**src/rtl/cpu_ctrl_pkg.sv**
```systemverilog
// Shared control encodings for the ALU / multiply-divide issue controller.
package cpu_ctrl_pkg;

    typedef enum logic [1:0] {
        OP_MEM    = 2'd0,
        OP_BRANCH = 2'd1,
        OP_REG    = 2'd2,
        OP_IMM    = 2'd3
    } alu_op_e;

    typedef enum logic [3:0] {
        ALU_ADD = 4'd0,
        ALU_SUB = 4'd1,
        ALU_XOR = 4'd2,
        ALU_OR  = 4'd3,
        ALU_AND = 4'd4,
        ALU_SLL = 4'd5,
        ALU_SRL = 4'd6,
        ALU_SRA = 4'd7,
        ALU_NOP = 4'd8
    } alu_ctrl_e;

    typedef enum logic [2:0] {
        CMP_EQ  = 3'd0,
        CMP_NE  = 3'd1,
        CMP_LT  = 3'd2,
        CMP_GE  = 3'd3,
        CMP_LTU = 3'd4,
        CMP_GEU = 3'd5
    } cmp_ctrl_e;

    typedef enum logic [2:0] {
        MD_MUL    = 3'd0,
        MD_MULH   = 3'd1,
        MD_MULHSU = 3'd2,
        MD_MULHU  = 3'd3,
        MD_DIV    = 3'd4,
        MD_DIVU   = 3'd5,
        MD_REM    = 3'd6,
        MD_REMU   = 3'd7
    } md_ctrl_e;

    typedef enum logic [1:0] {
        ST_IDLE = 2'd0,
        ST_HOLD = 2'd1,
        ST_MUL  = 2'd2,
        ST_DIV  = 2'd3
    } ctrl_state_e;

    localparam logic [6:0] F7_BASE   = 7'h00;
    localparam logic [6:0] F7_ALT    = 7'h20;
    localparam logic [6:0] F7_MULDIV = 7'h01;
    localparam int         CNT_W     = 6;

    typedef struct packed {
        alu_ctrl_e alu_ctrl;
        cmp_ctrl_e cmp_ctrl;
        logic      cmp_en;
        md_ctrl_e  md_ctrl;
        logic      md_en;
        logic      illegal;
    } dec_t;

    localparam dec_t DEC_NONE = '{
        alu_ctrl: ALU_NOP,
        cmp_ctrl: CMP_EQ,
        cmp_en:   1'b0,
        md_ctrl:  MD_MUL,
        md_en:    1'b0,
        illegal:  1'b0
    };

    // RV32I funct3 map shared by reg-reg and reg-imm forms; alt selects SUB/SRA.
    function automatic dec_t rv32_arith(input logic [2:0] funct3, input logic alt);
        dec_t d;
        d = DEC_NONE;
        case (funct3)
            3'd0: d.alu_ctrl = alt ? ALU_SUB : ALU_ADD;
            3'd1: d.alu_ctrl = ALU_SLL;
            3'd2: begin
                d.cmp_ctrl = CMP_LT;
                d.cmp_en   = 1'b1;
            end
            3'd3: begin
                d.cmp_ctrl = CMP_LTU;
                d.cmp_en   = 1'b1;
            end
            3'd4: d.alu_ctrl = ALU_XOR;
            3'd5: d.alu_ctrl = alt ? ALU_SRA : ALU_SRL;
            3'd6: d.alu_ctrl = ALU_OR;
            default: d.alu_ctrl = ALU_AND;
        endcase
        return d;
    endfunction

endpackage

```
**src/rtl/alu_decode.sv**
```systemverilog
// Purely combinational field decode: alu_op/funct3/funct7 to ALU, compare
// and multiply-divide controls plus an illegal flag.
module alu_decode
    import cpu_ctrl_pkg::*;
(
    input  logic [1:0] alu_op,
    input  logic [6:0] funct7,
    input  logic [2:0] funct3,
    output dec_t       dec
);

    always_comb begin
        dec = DEC_NONE;
        case (alu_op_e'(alu_op))
            OP_MEM: dec.alu_ctrl = ALU_ADD;
            OP_BRANCH: begin
                dec.cmp_en = 1'b1;
                case (funct3)
                    3'd0: dec.cmp_ctrl = CMP_EQ;
                    3'd1: dec.cmp_ctrl = CMP_NE;
                    3'd4: dec.cmp_ctrl = CMP_LT;
                    3'd5: dec.cmp_ctrl = CMP_GE;
                    3'd6: dec.cmp_ctrl = CMP_LTU;
                    3'd7: dec.cmp_ctrl = CMP_GEU;
                    default: begin
                        dec.cmp_en  = 1'b0;
                        dec.illegal = 1'b1;
                    end
                endcase
            end
            OP_REG: begin
                if (funct7 == F7_MULDIV) begin
                    dec.md_en   = 1'b1;
                    dec.md_ctrl = md_ctrl_e'(funct3);
                end else if (funct7 == F7_BASE) begin
                    dec = rv32_arith(funct3, 1'b0);
                end else if (funct7 == F7_ALT && (funct3 == 3'd0 || funct3 == 3'd5)) begin
                    dec = rv32_arith(funct3, 1'b1);
                end else begin
                    dec.illegal = 1'b1;
                end
            end
            OP_IMM: begin
                // Only the shift-right immediate form uses funct7 to pick SRL/SRA.
                if (funct3 == 3'd5 && funct7 != F7_BASE && funct7 != F7_ALT) begin
                    dec.illegal = 1'b1;
                end else begin
                    dec = rv32_arith(funct3, (funct3 == 3'd5) && (funct7 == F7_ALT));
                end
            end
            default: dec = DEC_NONE;
        endcase
    end

endmodule

```
**src/rtl/mdu_alu_controller.sv**
```systemverilog
// Issue controller: registers decoded controls, holds them until consumed,
// and sequences multi-cycle multiply/divide occupancy with a down-counter.
module mdu_alu_controller
    import cpu_ctrl_pkg::*;
#(
    parameter int MUL_CYCLES = 2,
    parameter int DIV_CYCLES = 32
) (
    input  logic       clk,
    input  logic       rst,
    input  logic       in_valid,
    output logic       in_ready,
    input  logic [1:0] alu_op,
    input  logic [6:0] funct7,
    input  logic [2:0] funct3,
    input  logic       flush,
    output logic       out_valid,
    input  logic       out_ready,
    output logic [3:0] alu_ctrl,
    output logic [2:0] cmp_ctrl,
    output logic       cmp_en,
    output logic [2:0] md_ctrl,
    output logic       md_en,
    output logic       md_start,
    output logic       illegal
);

    localparam logic [CNT_W-1:0] MUL_LOAD = CNT_W'(MUL_CYCLES - 1);
    localparam logic [CNT_W-1:0] DIV_LOAD = CNT_W'(DIV_CYCLES - 1);

    dec_t             dec;
    dec_t             res_q;
    dec_t             op_q;
    dec_t             shown;
    ctrl_state_e      state;
    logic [CNT_W-1:0] cnt;
    logic             out_valid_q;
    logic             md_start_q;
    logic             can_take;
    logic             accept;

    alu_decode u_decode (
        .alu_op (alu_op),
        .funct7 (funct7),
        .funct3 (funct3),
        .dec    (dec)
    );

    // HOLD only takes a new request in the same cycle its result is consumed.
    assign can_take = (state == ST_IDLE) || (state == ST_HOLD && out_ready);
    assign in_ready = !rst && !flush && can_take;
    assign accept   = in_valid && in_ready;

    always_ff @(posedge clk) begin
        if (rst || flush) begin
            state       <= ST_IDLE;
            cnt         <= '0;
            out_valid_q <= 1'b0;
            md_start_q  <= 1'b0;
            res_q       <= DEC_NONE;
            op_q        <= DEC_NONE;
        end else begin
            md_start_q <= 1'b0;
            case (state)
                ST_IDLE, ST_HOLD: begin
                    if (accept) begin
                        if (dec.md_en) begin
                            op_q        <= dec;
                            res_q       <= DEC_NONE;
                            out_valid_q <= 1'b0;
                            md_start_q  <= 1'b1;
                            if (dec.md_ctrl >= MD_DIV) begin
                                state <= ST_DIV;
                                cnt   <= DIV_LOAD;
                            end else begin
                                state <= ST_MUL;
                                cnt   <= MUL_LOAD;
                            end
                        end else begin
                            res_q       <= dec;
                            out_valid_q <= 1'b1;
                            state       <= ST_HOLD;
                        end
                    end else if (state == ST_HOLD && out_ready) begin
                        state       <= ST_IDLE;
                        out_valid_q <= 1'b0;
                        res_q       <= DEC_NONE;
                    end
                end
                ST_MUL, ST_DIV: begin
                    // The held M-op controls become visible once the count drains.
                    if (cnt == '0) begin
                        state       <= ST_HOLD;
                        res_q       <= op_q;
                        out_valid_q <= 1'b1;
                    end else begin
                        cnt <= cnt - CNT_W'(1);
                    end
                end
                default: state <= ST_IDLE;
            endcase
        end
    end

    // A flush cycle blanks the result side immediately, not just from the next cycle.
    assign shown     = flush ? DEC_NONE : res_q;
    assign out_valid = out_valid_q && !flush;
    assign md_start  = md_start_q && !flush;
    assign alu_ctrl  = shown.alu_ctrl;
    assign cmp_ctrl  = shown.cmp_ctrl;
    assign cmp_en    = shown.cmp_en;
    assign md_ctrl   = shown.md_ctrl;
    assign md_en     = shown.md_en;
    assign illegal   = shown.illegal;

endmodule

```
**config.mk**
```make
export PLATFORM = sky130hd
export DESIGN_NAME = mdu_alu_controller
export DESIGN_NICKNAME = d
export VERILOG_FILES = /design/src/rtl/cpu_ctrl_pkg.sv /design/src/rtl/alu_decode.sv /design/src/rtl/mdu_alu_controller.sv
export SDC_FILE = /design/constraint.sdc
export NUM_CORES = 1
export LEC_CHECK = 0
export ABC_CLOCK_PERIOD_IN_PS = 5510
export CORE_ASPECT_RATIO = 0.6
export CORE_MARGIN = 2
export CORE_UTILIZATION = 53
export DETAILED_ROUTE_END_ITERATION = 6
export PLACE_DENSITY = 0.78
export SETUP_SLACK_MARGIN = 0.5
export SYNTH_ARGS = -nofsm -noshare
export SYNTH_HDL_FRONTEND = slang
export SYNTH_HIERARCHICAL = 1
export SYNTH_SLANG_ARGS = --single-unit
```
**constraint.sdc**
```tcl
create_clock -name clk -period 5.51 [get_ports clk]
set_input_delay 1.102 -clock clk [delete_from_list [all_inputs] [get_ports clk]]
set_output_delay 1.102 -clock clk [all_outputs]
set_load 0.005 [all_outputs]
```
Word-level counts from Yosys, hierarchy flattened
Index checks and enable logic that the tools add are counted.
Cells by class
  $add $sub $neg: 1
  eq/ne operators: 21
  muxes and demuxes: 44
  magnitude comparators: 1
  reductions and logical operators: 29
  bitwise gates (word level): 2
Operators with widths (number)
  13-bit two-way mux: 6
  4-bit one-hot mux with 6 select lines: 3
  13-bit one-hot mux with 2 select lines: 1
  12-bit two-way mux: 2
  4-bit one-hot mux with 3 select lines: 2
  6-bit two-way mux: 3
  4-bit one-hot mux with 2 select lines: 2
  3-bit one-hot mux with 5 select lines: 1
  1-bit two-way mux: 13
  3-bit == test (second input constant): 4
  6-bit one-hot mux with 2 select lines: 1
  1-bit logical AND: 10
  2-bit == test (second input constant): 4
  2-bit two-way mux: 4
  8-bit two-way mux: 1
  2-bit inequality test (second input constant): 4
  7-bit by 1-bit == test with 1-bit output (second input constant): 1
  7-bit by 6-bit == test with 1-bit output (second input constant): 1
  7-bit zero test: 1
  7-bit by 6-bit inequality test with 1-bit output (second input constant): 1
  7-bit nonzero test: 1
  3-bit by 2-bit == test with 1-bit output (second input constant): 2
  6-bit zero test: 1
  3-bit AND reduction: 2
  other kinds (19): 27
Word-level totals
  flip-flop bits (word level): 36
  output and inout bits: 16

Logic depth before layout (Yosys ltp)
Gate-level depths: netlist of the first run.
  depth after elaboration: 12
  mapped depth: 11
  mapped depth without buffers: 8

Modules after synthesis
The synthesis of the first run kept the hierarchy.
Modules (own cells, without submodules)
  mdu_alu_controller: instances 1, cells an instance 231, seq. area each 720.7 µm², area each 1825.5 µm²
  alu_decode: instances 1, cells an instance 56, seq. area each 0.0 µm², area each 359.1 µm²

Least setup slack after synthesis of the first run
No wires, ideal clock.
  kind: input to register
  from: in funct7[3]
  to: reg cnt[4]
  data required time: 5.422 ns
  stages: 8
  buffers on the path: 1
  data arrival time: 2.935 ns
  setup slack: 2.487 ns
  path through: or4_4 > nor3_2 > nand2_1 > or4_4 > buf_6 > clkinv_8 > nand2_4 > a311oi_2
RTL lines
  from (decl): line mdu_alu_controller.sv:14  | input logic [6:0] funct7,
  to (signal assigned): line mdu_alu_controller.sv:97  | cnt <= cnt - CNT_W'(1);
  to (decl): line mdu_alu_controller.sv:36  | logic [CNT_W-1:0] cnt;

Final worst setup path of the first run
  from: in out_ready
  to: out in_ready
Between the ends
  longest elaborated chain between the ends: 3
RTL lines
  from (decl): line mdu_alu_controller.sv:18  | input logic out_ready,
  1-bit logical AND: line mdu_alu_controller.sv:50  | assign can_take = (state == ST_IDLE) || (state == ST_HOLD && out_ready);
  1-bit logical OR: line mdu_alu_controller.sv:50
  1-bit logical AND: line mdu_alu_controller.sv:51  | assign in_ready = !rst && !flush && can_take;
  to (decl): line mdu_alu_controller.sv:12  | output logic in_ready,
No other way between the ends.

==> results.sh, run 1 <==
export IMPL_run_status="complete, no violations"
export IMPL_slew_limit_headroom_pct=42.6
export IMPL_vias=2155
export IMPL_yosys_area_share_adder_pct=1.15
export IMPL_grtUsageMet3_pct=6.75
export IMPL_core_area_sq_mm=0.00403
export IMPL_grt_max_degree=32
export IMPL_p_total_mw=0.533
export IMPL_max_freq_mhz=242
export IMPL_mappedNetlistNets=306
export IMPL_post_cts_buffers=0
export IMPL_grt_pass1_vias=1922
export IMPL_syn_area_sq_mm=0.00218
export IMPL_slew_violations=0
export IMPL_overflow=0
export IMPL_first_iter_violations=210
export IMPL_grt_busiest_layer="met1"
export IMPL_synth_top_area_cell="dfxtp_1"
export IMPL_fill_cells=367
export IMPL_rsz0062_at_grt="no"
export IMPL_die_h_um=53.7
export IMPL_synth_top_cell_area_share_pct=33.0
export IMPL_hpwl_um=3880
export IMPL_die_x_um=86.9
export IMPL_hold_violations=0
export IMPL_cts_htree_levels=2
export IMPL_grt_use_total_pct=26.3
export IMPL_cpMostUsedCell="clkdlybuf4s50_1"
export IMPL_synth_compound_area_share_pct=24.2
export IMPL_cp_max_fo=12
export IMPL_dieArea_sq_mm=0.00467
export IMPL_gp_congestion=0.926
export IMPL_synth_cell_types=55
export IMPL_synth_edf_count=0
export IMPL_synthSimpleGateAreaFrac_pct=31.4
export IMPL_synth_xor_area_share_pct=0.802
export IMPL_p_leak_nw=0.864
export IMPL_synth_avg_cell_area_sq_um=7.61
export IMPL_setup_viol=0
export IMPL_worst_path_max_delay_cell="nor2b_1"
export IMPL_portBuffers=32
export IMPL_hold_path_class="reg2reg"
export IMPL_cap_violations=0
export IMPL_cp_arrival_ns=3.03
export IMPL_post_place_ws_ns=1.42
export IMPL_synth_seq_cells=36
export IMPL_crit_chain="clkdlybuf4s50_1, nor2b_1, or2_2, nor2_1, clkdlybuf4s50_1"
export IMPL_max_stage_delay_ns=0.67
export IMPL_postCtsHoldBufs=0
export IMPL_floorplan_initialDensity_pct=54.2
export IMPL_grt_antenna_before_repair=0
export IMPL_clock_skew_final_ns=0.00316
export IMPL_clk_pin_slew_ns=0.07
export IMPL_postLayoutCoreUtil_pct=63.9
export IMPL_ctsResizeCount=0
export IMPL_via_per_inst=6.04
export IMPL_cts_sinks=36
export IMPL_cts_buffers=5
export IMPL_drt_wl_total_um=5410
export IMPL_grt_use_met1_pct=38.2
export IMPL_multiInputGateArea_sq_mm=0.00128
export IMPL_path_class="in2out"
export IMPL_synth_top_family_by_area="simple AND/OR/NAND/NOR gates"
export IMPL_finalCriticalPeriod_ns=4.13
export IMPL_postSynth_asyncResetShare_pct=0
export IMPL_required_ns=4.41
export IMPL_grt_use_met2_pct=37.0
export IMPL_cts_root_buf="clkbuf_8"
export IMPL_worst_pin_slew_ns=0.861
export IMPL_regArea_sq_um=721
export IMPL_cts_max_path_buffers=2
export IMPL_synth_area_leaders="dfxtp_1 33%, nand2_1 7.9%, a21oi_1 6.9%, nor3_1 6.0%, nor2b_1 5.2%"
export IMPL_netlist_instances=287
export IMPL_wl_per_cell_um=15.2
export IMPL_drtPass1Iterations=5
export IMPL_clock_latency_ns=0.29
export IMPL_cts_tree="done"
export IMPL_drc=0
export IMPL_power_density_mw_per_mm2=207
export IMPL_critPathLaunchType="input pin"
export IMPL_design_area_sq_mm=0.00257
export IMPL_n_antenna_cell=0
export IMPL_num_rows=18
export IMPL_tns_ns=0
export IMPL_endpoint_kind="output port"
export IMPL_synth_main_ff_cell="dfxtp_1"
export IMPL_setup_ws_ns=1.38
export IMPL_ant_nets=0
export IMPL_drive_above_1_share_pct=8.79
export IMPL_io_pin_count=33
export IMPL_synth_warnings=6
export IMPL_synthMuxAreaShare_pct=0.916
export IMPL_placed_area_sq_mm=0.00248
export IMPL_ys_seq_area_share_pct=33.0
export IMPL_finalCritPeriodShare_pct=75.0
export IMPL_grt_pass1_wl_um=9400
export IMPL_finalNetCount=326
export IMPL_peakVddDrop_mv=0.141
export IMPL_syn_to_final_growth_pct=17.9
state kept, by name, indices dropped and copies added (netlist names):
register / count
op_q: 13
res_q: 13
cnt: 6
state: 2
md_start_q: 1
out_valid_q: 1
cells by family after synthesis:
| group | count (synthesis) |
|---|---|
| DFF | 36 |
| adders and majority gates | 2 |
| AOI/OAI and AO/OA | 74 |
| muxes | 2 |
| xor gates and xnor gates | 2 |
| and+or+nand+nor | 133 |
| buffers and inverters | 38 |
final timing paths:
check | startpoint | to | slack, ns | depth (start not counted)
min | op_q[3] | op_q[3] | 0.46 | 2
max | out_ready | in_ready | 1.38 | 5
max reg2reg | cnt[2] | res_q[3] | 3.28 | 4
min reg2reg | op_q[3] | op_q[3] | 0.46 | 2
per-layer routing:
metal	wire, um	up-vias
li1	-	1068
met1	2740	1000
met2	2200	79
met3	372	8
met4	96	0
met5	0	-
report_power, final:
part | leakage, nW | internal [mW] | switching (mW)
logic | 0.523 | 0.0278 | 0.0361
clock network | 0.0503 | 0.111 | 0.0940
registers | 0.291 | 0.262 | 0.00122
total | 0.864 | 0.402 | 0.131
synthesized netlist by cell type, drive strengths merged, types with 2 or more instances:
cell / n
nand2: 47
dfxtp: 36
a21oi: 31
nor3: 28
nor2b: 18
clkbuf: 15
inv: 14
nor2: 12
o41ai: 9
buf: 8
nand3: 7
o21ai: 6
and2: 4
a2111oi: 3
a211oi: 3
a21o: 3
nand4: 3
or2: 3
a221oi: 2
ha: 2
mux2i: 2
nand3b: 2
o211ai: 2
o221ai: 2
o22ai: 2
o32ai: 2
or3: 2
or4: 2
xor2: 2
metrics by stage:
step,hold slack [ns],cells
CTS,0.451,357
detailed placement,0.442,350
finish,0.457,357
global route,0.480,357
global placement,0.441,350
floorplan,0.432,287
critical path, delay by kind of cell:
kind | cells | cell delay, ns
simple gates | 3 | 1.03
buf+inv | 2 | 0.89
final cells by class:
class                           instances  share of cell area, %
Sequential cell                        36                   28.0
Clock buffer                            7                   3.74
Inverter                               15                   2.67
Timing Repair Buffer                   36                   13.6
Tap cell                               50                   2.43
Multi-Input combinational cell        213                   49.6
placed cells by master, fill, tap and decap left out, drive strengths merged, types with 2 or more instances in the layout:
master         instances
nand2                 47
dfxtp                 36
clkdlybuf4s50         32
a21oi                 31
nor3                  28
nor2b                 18
inv                   14
nor2                  12
o41ai                  9
nand3                  7
clkbuf                 7
o21ai                  6
and2                   4
buf                    4
a21o                   3
a211oi                 3
nand4                  3
or2                    3
a2111oi                3
or4                    2
o211ai                 2
xor2                   2
o221ai                 2
or3                    2
o32ai                  2
nand3b                 2
mux2i                  2
ha                     2
o22ai                  2
a221oi                 2
No activity file was read; power rests on OpenSTA's default activity.
==> run 2: changes to the inputs <==
- ABC_CLOCK_PERIOD_IN_PS: 5510 -> 4100
- clock period: 5.51 -> 4.1 ns (I/O delays scaled with it)
==> run 2 against run 1 <==
  * Register-to-register slack worse by 1.3 ns
  * Clock power is 53% higher
  * Global-route usage is 1.1 points lower
  * Total power is 42% higher
  * Critical path depth is 1 higher
  * Die area stayed put
  * Core utilization is 1.0 points higher
  * First-iteration DRC count is 41% higher
  * Non-clock buffer count is 4 higher
  * Critical endpoint unchanged
==> results.sh, run 2 (same netlist as run 1, synthesis figures left out) <==
export IMPL_run_status="complete, no violations"
export IMPL_clock_latency_ns=0.29
export IMPL_cts_htree_levels=2
export IMPL_cts_buffers=5
export IMPL_setup_viol=0
export IMPL_die_h_um=53.7
export IMPL_finalNetCount=330
export IMPL_final_cell_mix="46 x nand2_1, 36 x dfxtp_1, 32 x clkdlybuf4s50_1"
export IMPL_syn_to_final_growth_pct=19.8
export IMPL_tns_ns=0
export IMPL_clock_skew_final_ns=0.0112
export IMPL_grt_pass1_vias=1812
export IMPL_drtPass1Iterations=6
export IMPL_cts_tree="done"
export IMPL_hold_violations=0
export IMPL_power_density_mw_per_mm2=289
export IMPL_reg2reg_setup_slack_ns=2.00
export IMPL_fill_cells=343
export IMPL_cap_violations=0
export IMPL_p_total_mw=0.757
export IMPL_largestRegisters="op_q: 13 flops, res_q: 13 flops, cnt: 6 flops"
export IMPL_hpwl_um=3950
export IMPL_via_per_inst=5.94
export IMPL_p_leak_nw=0.888
export IMPL_postCtsHoldBufs=0
export IMPL_peakVddDrop_mv=0.227
export IMPL_max_stage_delay_ns=0.51
export IMPL_overflow=0
export IMPL_io_pin_count=33
export IMPL_drc=0
export IMPL_rsz0062_at_grt="no"
export IMPL_slew_violations=0
export IMPL_clk_pin_slew_ns=0.08
export IMPL_finalCritPeriodShare_pct=81.8
export IMPL_r2r_end="out_valid_q"
export IMPL_grt_antenna_before_repair=0
export IMPL_r2r_start="cnt[0]"
export IMPL_worst_pin_slew_ns=0.811
export IMPL_cts_root_buf="clkbuf_8"
export IMPL_hold_path_class="reg2reg"
export IMPL_worst_path_max_delay_cell="clkdlybuf4s50_1"
export IMPL_placed_area_sq_mm=0.00251
export IMPL_worstHoldStart="op_q[3]"
export IMPL_finalCriticalPeriod_ns=3.36
export IMPL_num_rows=18
export IMPL_post_place_ws_ns=0.744
export IMPL_grt_use_total_pct=25.3
export IMPL_grt_max_degree=22
export IMPL_gp_congestion=0.969
export IMPL_max_freq_mhz=298
export IMPL_cp_arrival_ns=2.54
export IMPL_floorplan_initialDensity_pct=54.2
export IMPL_ant_nets=0
export IMPL_critPathLaunchType="input pin"
export IMPL_core_area_sq_mm=0.00403
export IMPL_grt_pass1_wl_um=9010
export IMPL_cpMostUsedCell="clkdlybuf4s50_1"
export IMPL_n_antenna_cell=0
export IMPL_endpoint_kind="output port"
export IMPL_drive_above_1_share_pct=9.94
export IMPL_cts_max_path_buffers=2
export IMPL_setup_ws_ns=0.745
export IMPL_required_ns=3.28
export IMPL_portBuffers=32
export IMPL_crit_chain="clkdlybuf4s50_1, nor2b_1, buf_4, or2_2, nor2_1, clkdlybuf4s50_1"
export IMPL_hold_end="op_q[3]"
export IMPL_hold_depth=2
export IMPL_drt_wl_total_um=5450
export IMPL_die_x_um=86.9
export IMPL_cts_sinks=36
export IMPL_dieArea_sq_mm=0.00467
export IMPL_design_area_sq_mm=0.00262
export IMPL_first_iter_violations=296
export IMPL_vias=2150
export IMPL_slew_limit_headroom_pct=45.9
export IMPL_final_common_cell="nand2_1"
export IMPL_cp_max_fo=12
export IMPL_postLayoutCoreUtil_pct=64.9
export IMPL_rr_worst_depth=6
export IMPL_path_class="in2out"
export IMPL_post_cts_buffers=0
export IMPL_wl_per_cell_um=15.0
export IMPL_ctsResizeCount=0
## run 2: critical path: cells and delay by family
kind,cells,cell delay (ns)
buffers and inverters,3,1.19
and+or+nand+nor,3,0.52
## run 2: worst max path at each step
stage	from	to	slack (ns)	cells after the start
after global placement	funct7[3]	res_q[9]	0.74	9
after floorplan	funct7[3]	cnt[4]	1.36	8
final	out_ready	in_ready	0.74	6
after detailed placement	funct7[3]	cnt[1]	0.74	8
after CTS	out_ready	in_ready	0.76	6
after global routing	out_ready	in_ready	0.67	6
## run 2: through the flow
step | hold WS (ns) | instances
global route | 0.471 | 362
detailed placement | 0.444 | 354
global placement | 0.441 | 354
CTS | 0.454 | 362
floorplan | 0.432 | 287
finish | 0.455 | 362
## run 2: power breakdown
group | switching [mW] | total, mW | internal, mW
clock network | 0.134 | 0.314 | 0.181
registers | 0.00165 | 0.354 | 0.353
logic | 0.0490 | 0.0884 | 0.0394
## run 2: area by class of cell
class	instances	area [sq um]	area share (%)
multi-input combinational	213	1280	48.8
sequential	36	721	27.5
timing repair buffer	40	380	14.5
clock buffer	6	72.6	2.77
inverter	15	68.8	2.63
tap	50	62.6	2.39
clock inverter	2	35.0	1.34
## run 2: metal layers
layer,share of wire (%),track usage (%),wire (um),vias up
met5,0,0,0,-
met4,1.5,7.29,80,0
met3,8.5,7.21,463,9
met2,40,35.2,2200,90
met1,50,37.5,2710,979
li1,-,-,-,1072
==> run 3: changes to the inputs <==
- ABC_CLOCK_PERIOD_IN_PS: 4100 -> 3050
- CORE_UTILIZATION: 53 -> 49
- PLACE_DENSITY: 0.78 -> 0.76
- clock period: 4.1 -> 3.05 ns (I/O delays scaled with it)
==> run 3 against run 2 <==
  * Total power rose by 29%
  * Via count rose by 12%
  * Critical path depth fell by 2
  * Combinational power rose by 63%
  * Clock skew fell by 0.0055 ns
==> results.sh, run 3 (same netlist as run 1, synthesis figures left out) <==
export IMPL_max_stage_delay_ns=0.46
export IMPL_clk_pin_slew_ns=0.07
export IMPL_grt_use_met1_pct=37.1
export IMPL_drc=0
export IMPL_syn_to_final_growth_pct=37.6
export IMPL_p_clk_share_pct=36.4
export IMPL_via_per_inst=6.11
export IMPL_hold_depth=2
export IMPL_n_antenna_cell=0
export IMPL_rr_worst_depth=7
export IMPL_max_freq_mhz=401
export IMPL_final_cell_mix="45 x nand2_1, 36 x dfxtp_1, 30 x a21oi_1"
export IMPL_cts_htree_levels=2
export IMPL_num_rows=18
export IMPL_grt_busiest_layer="met1"
export IMPL_cap_violations=0
export IMPL_clock_latency_ns=0.28
export IMPL_grt_antenna_before_repair=0
export IMPL_ant_nets=0
export IMPL_crit_chain="dlygate4sd2_1, buf_4, or2_2, clkdlybuf4s50_1"
export IMPL_reg2reg_setup_slack_ns=1.00
export IMPL_p_total_mw=0.976
export IMPL_die_x_um=90.2
export IMPL_wl_per_cell_um=17.1
export IMPL_run_status="complete, no violations"
export IMPL_cts_max_path_buffers=2
export IMPL_dieArea_sq_mm=0.00503
export IMPL_p_sw_share_pct=26.5
export IMPL_grt_pass1_wl_um=9920
export IMPL_grtUsageMet3_pct=5.01
export IMPL_core_area_sq_mm=0.00419
export IMPL_drive_above_1_share_pct=23.0
export IMPL_hold_violations=0
export IMPL_cts_buffers=5
export IMPL_cts_sinks=36
export IMPL_slew_violations=0
export IMPL_grt_use_met2_pct=34.8
export IMPL_endpoint_kind="output port"
export IMPL_grt_max_degree=31
export IMPL_io_pin_count=33
export IMPL_grt_pass1_vias=1996
export IMPL_hold_path_class="reg2reg"
export IMPL_worst_path_max_delay_cell="clkdlybuf4s50_1"
export IMPL_power_internal_mw=0.717
export IMPL_vias=2412
export IMPL_r2r_end="res_q[10]"
export IMPL_hold_end="op_q[0]"
export IMPL_required_ns=2.44
export IMPL_portBuffers=32
export IMPL_hpwl_um=4360
export IMPL_critPathLaunchType="input pin"
export IMPL_power_density_mw_per_mm2=324
export IMPL_drtPass1Iterations=5
export IMPL_finalCritPeriodShare_pct=81.8
export IMPL_finalCriticalPeriod_ns=2.50
export IMPL_path_class="in2out"
export IMPL_die_h_um=55.7
export IMPL_rsz0062_at_grt="no"
export IMPL_first_iter_violations=263
export IMPL_setup_viol=0
export IMPL_r2r_start="cnt[0]"
export IMPL_cp_max_fo=12
export IMPL_overflow=0
export IMPL_setup_ws_ns=0.555
export IMPL_gp_congestion=0.978
export IMPL_largestRegisters="op_q: 13 flops, res_q: 13 flops, cnt: 6 flops"
export IMPL_final_common_cell="nand2_1"
export IMPL_finalNetCount=353
export IMPL_post_place_ws_ns=-0.0186
export IMPL_tns_ns=0
export IMPL_slew_limit_headroom_pct=59.7
export IMPL_worst_pin_slew_ns=0.603
export IMPL_grt_use_total_pct=24.4
export IMPL_switchingPower_mw=0.259
export IMPL_cts_tree="done"
export IMPL_cts_root_buf="clkbuf_8"
export IMPL_seqPwrFrac_pct=48.8
export IMPL_p_leak_nw=1.12
export IMPL_worstHoldStart="op_q[0]"
export IMPL_cp_arrival_ns=1.89
export IMPL_clock_skew_final_ns=0.00571
export IMPL_floorplan_initialDensity_pct=52.2
export IMPL_peakVddDrop_mv=0.231
export IMPL_postCtsHoldBufs=0
export IMPL_comb_power_share_pct=14.8
export IMPL_drt_wl_total_um=6750
-- run 3: layout make-up --
class	instances	area, sq um
Inverter	15	68.8
Multi-Input combinational cell	213	1470
Clock inverter	2	10.0
Tap cell	60	75.1
Fill cell	316	1180
Timing Repair Buffer	62	574
Clock buffer	6	82.6
Timing Repair inverter	1	8.76
Sequential cell	36	721
-- run 3: worst max path at each step --
stage	from	to	cells past startpoint	slack, ns
2_1_floorplan	funct7[3]	cnt[4]	8	0.52
4_1_cts	funct7[5]	res_q[7]	9	0.43
6_report	flush	alu_ctrl[3]	4	0.55
5_1_grt	funct7[1]	res_q[5]	9	0.46
3_3_place_gp	funct7[3]	res_q[11]	9	0.03
3_5_place_dp	funct7[3]	res_q[11]	9	-0.02
-- run 3: power by group through the flow --
| stage | Sequential, mW | Combinational [mW] | Clock (mW) |
|---|---|---|---|
| floorplan | 0.486 | 0.0696 | 0 |
| global placement | 0.487 | 0.125 | 0 |
| detailed placement | 0.487 | 0.126 | 0 |
| CTS | 0.476 | 0.125 | 0.357 |
| global route | 0.476 | 0.153 | 0.379 |
| finish | 0.476 | 0.144 | 0.355 |
-- run 3: what timing repair did --
item                                    CTS  global route
resized for setup                        13            35
endpoints found under the setup margin   42            29
hold endpoints to repair                  0             0
cloned                                    1             0
setup buffers                             8             0
pin swaps                                 6            11
-- run 3: worst max-delay path: cells and delay by family --
family / cells / cell delay (ns)
simple gates: 1 / 0.27
buf+inv: 3 / 1.00
-- run 3: routing by layer --
metal	share of wire, %	wire, um	vias up
li1	-	-	1121
met1	45	3040	1116
met2	42	2860	152
met3	10	687	23
met4	2.5	170	0
met5	0	0	-
-- run 3: metrics by stage --
step                      instances  hold WS (ns)  cell area [sq um]  util (%)
after detailed placement        378         0.447               2630      62.7
after global placement          378         0.440               2630      62.7
final                           395         0.461               3010      71.8
after CTS                       395         0.458               2830      67.6
after global routing            395         0.482               3010      71.8
after floorplan                 287         0.432               2180         -
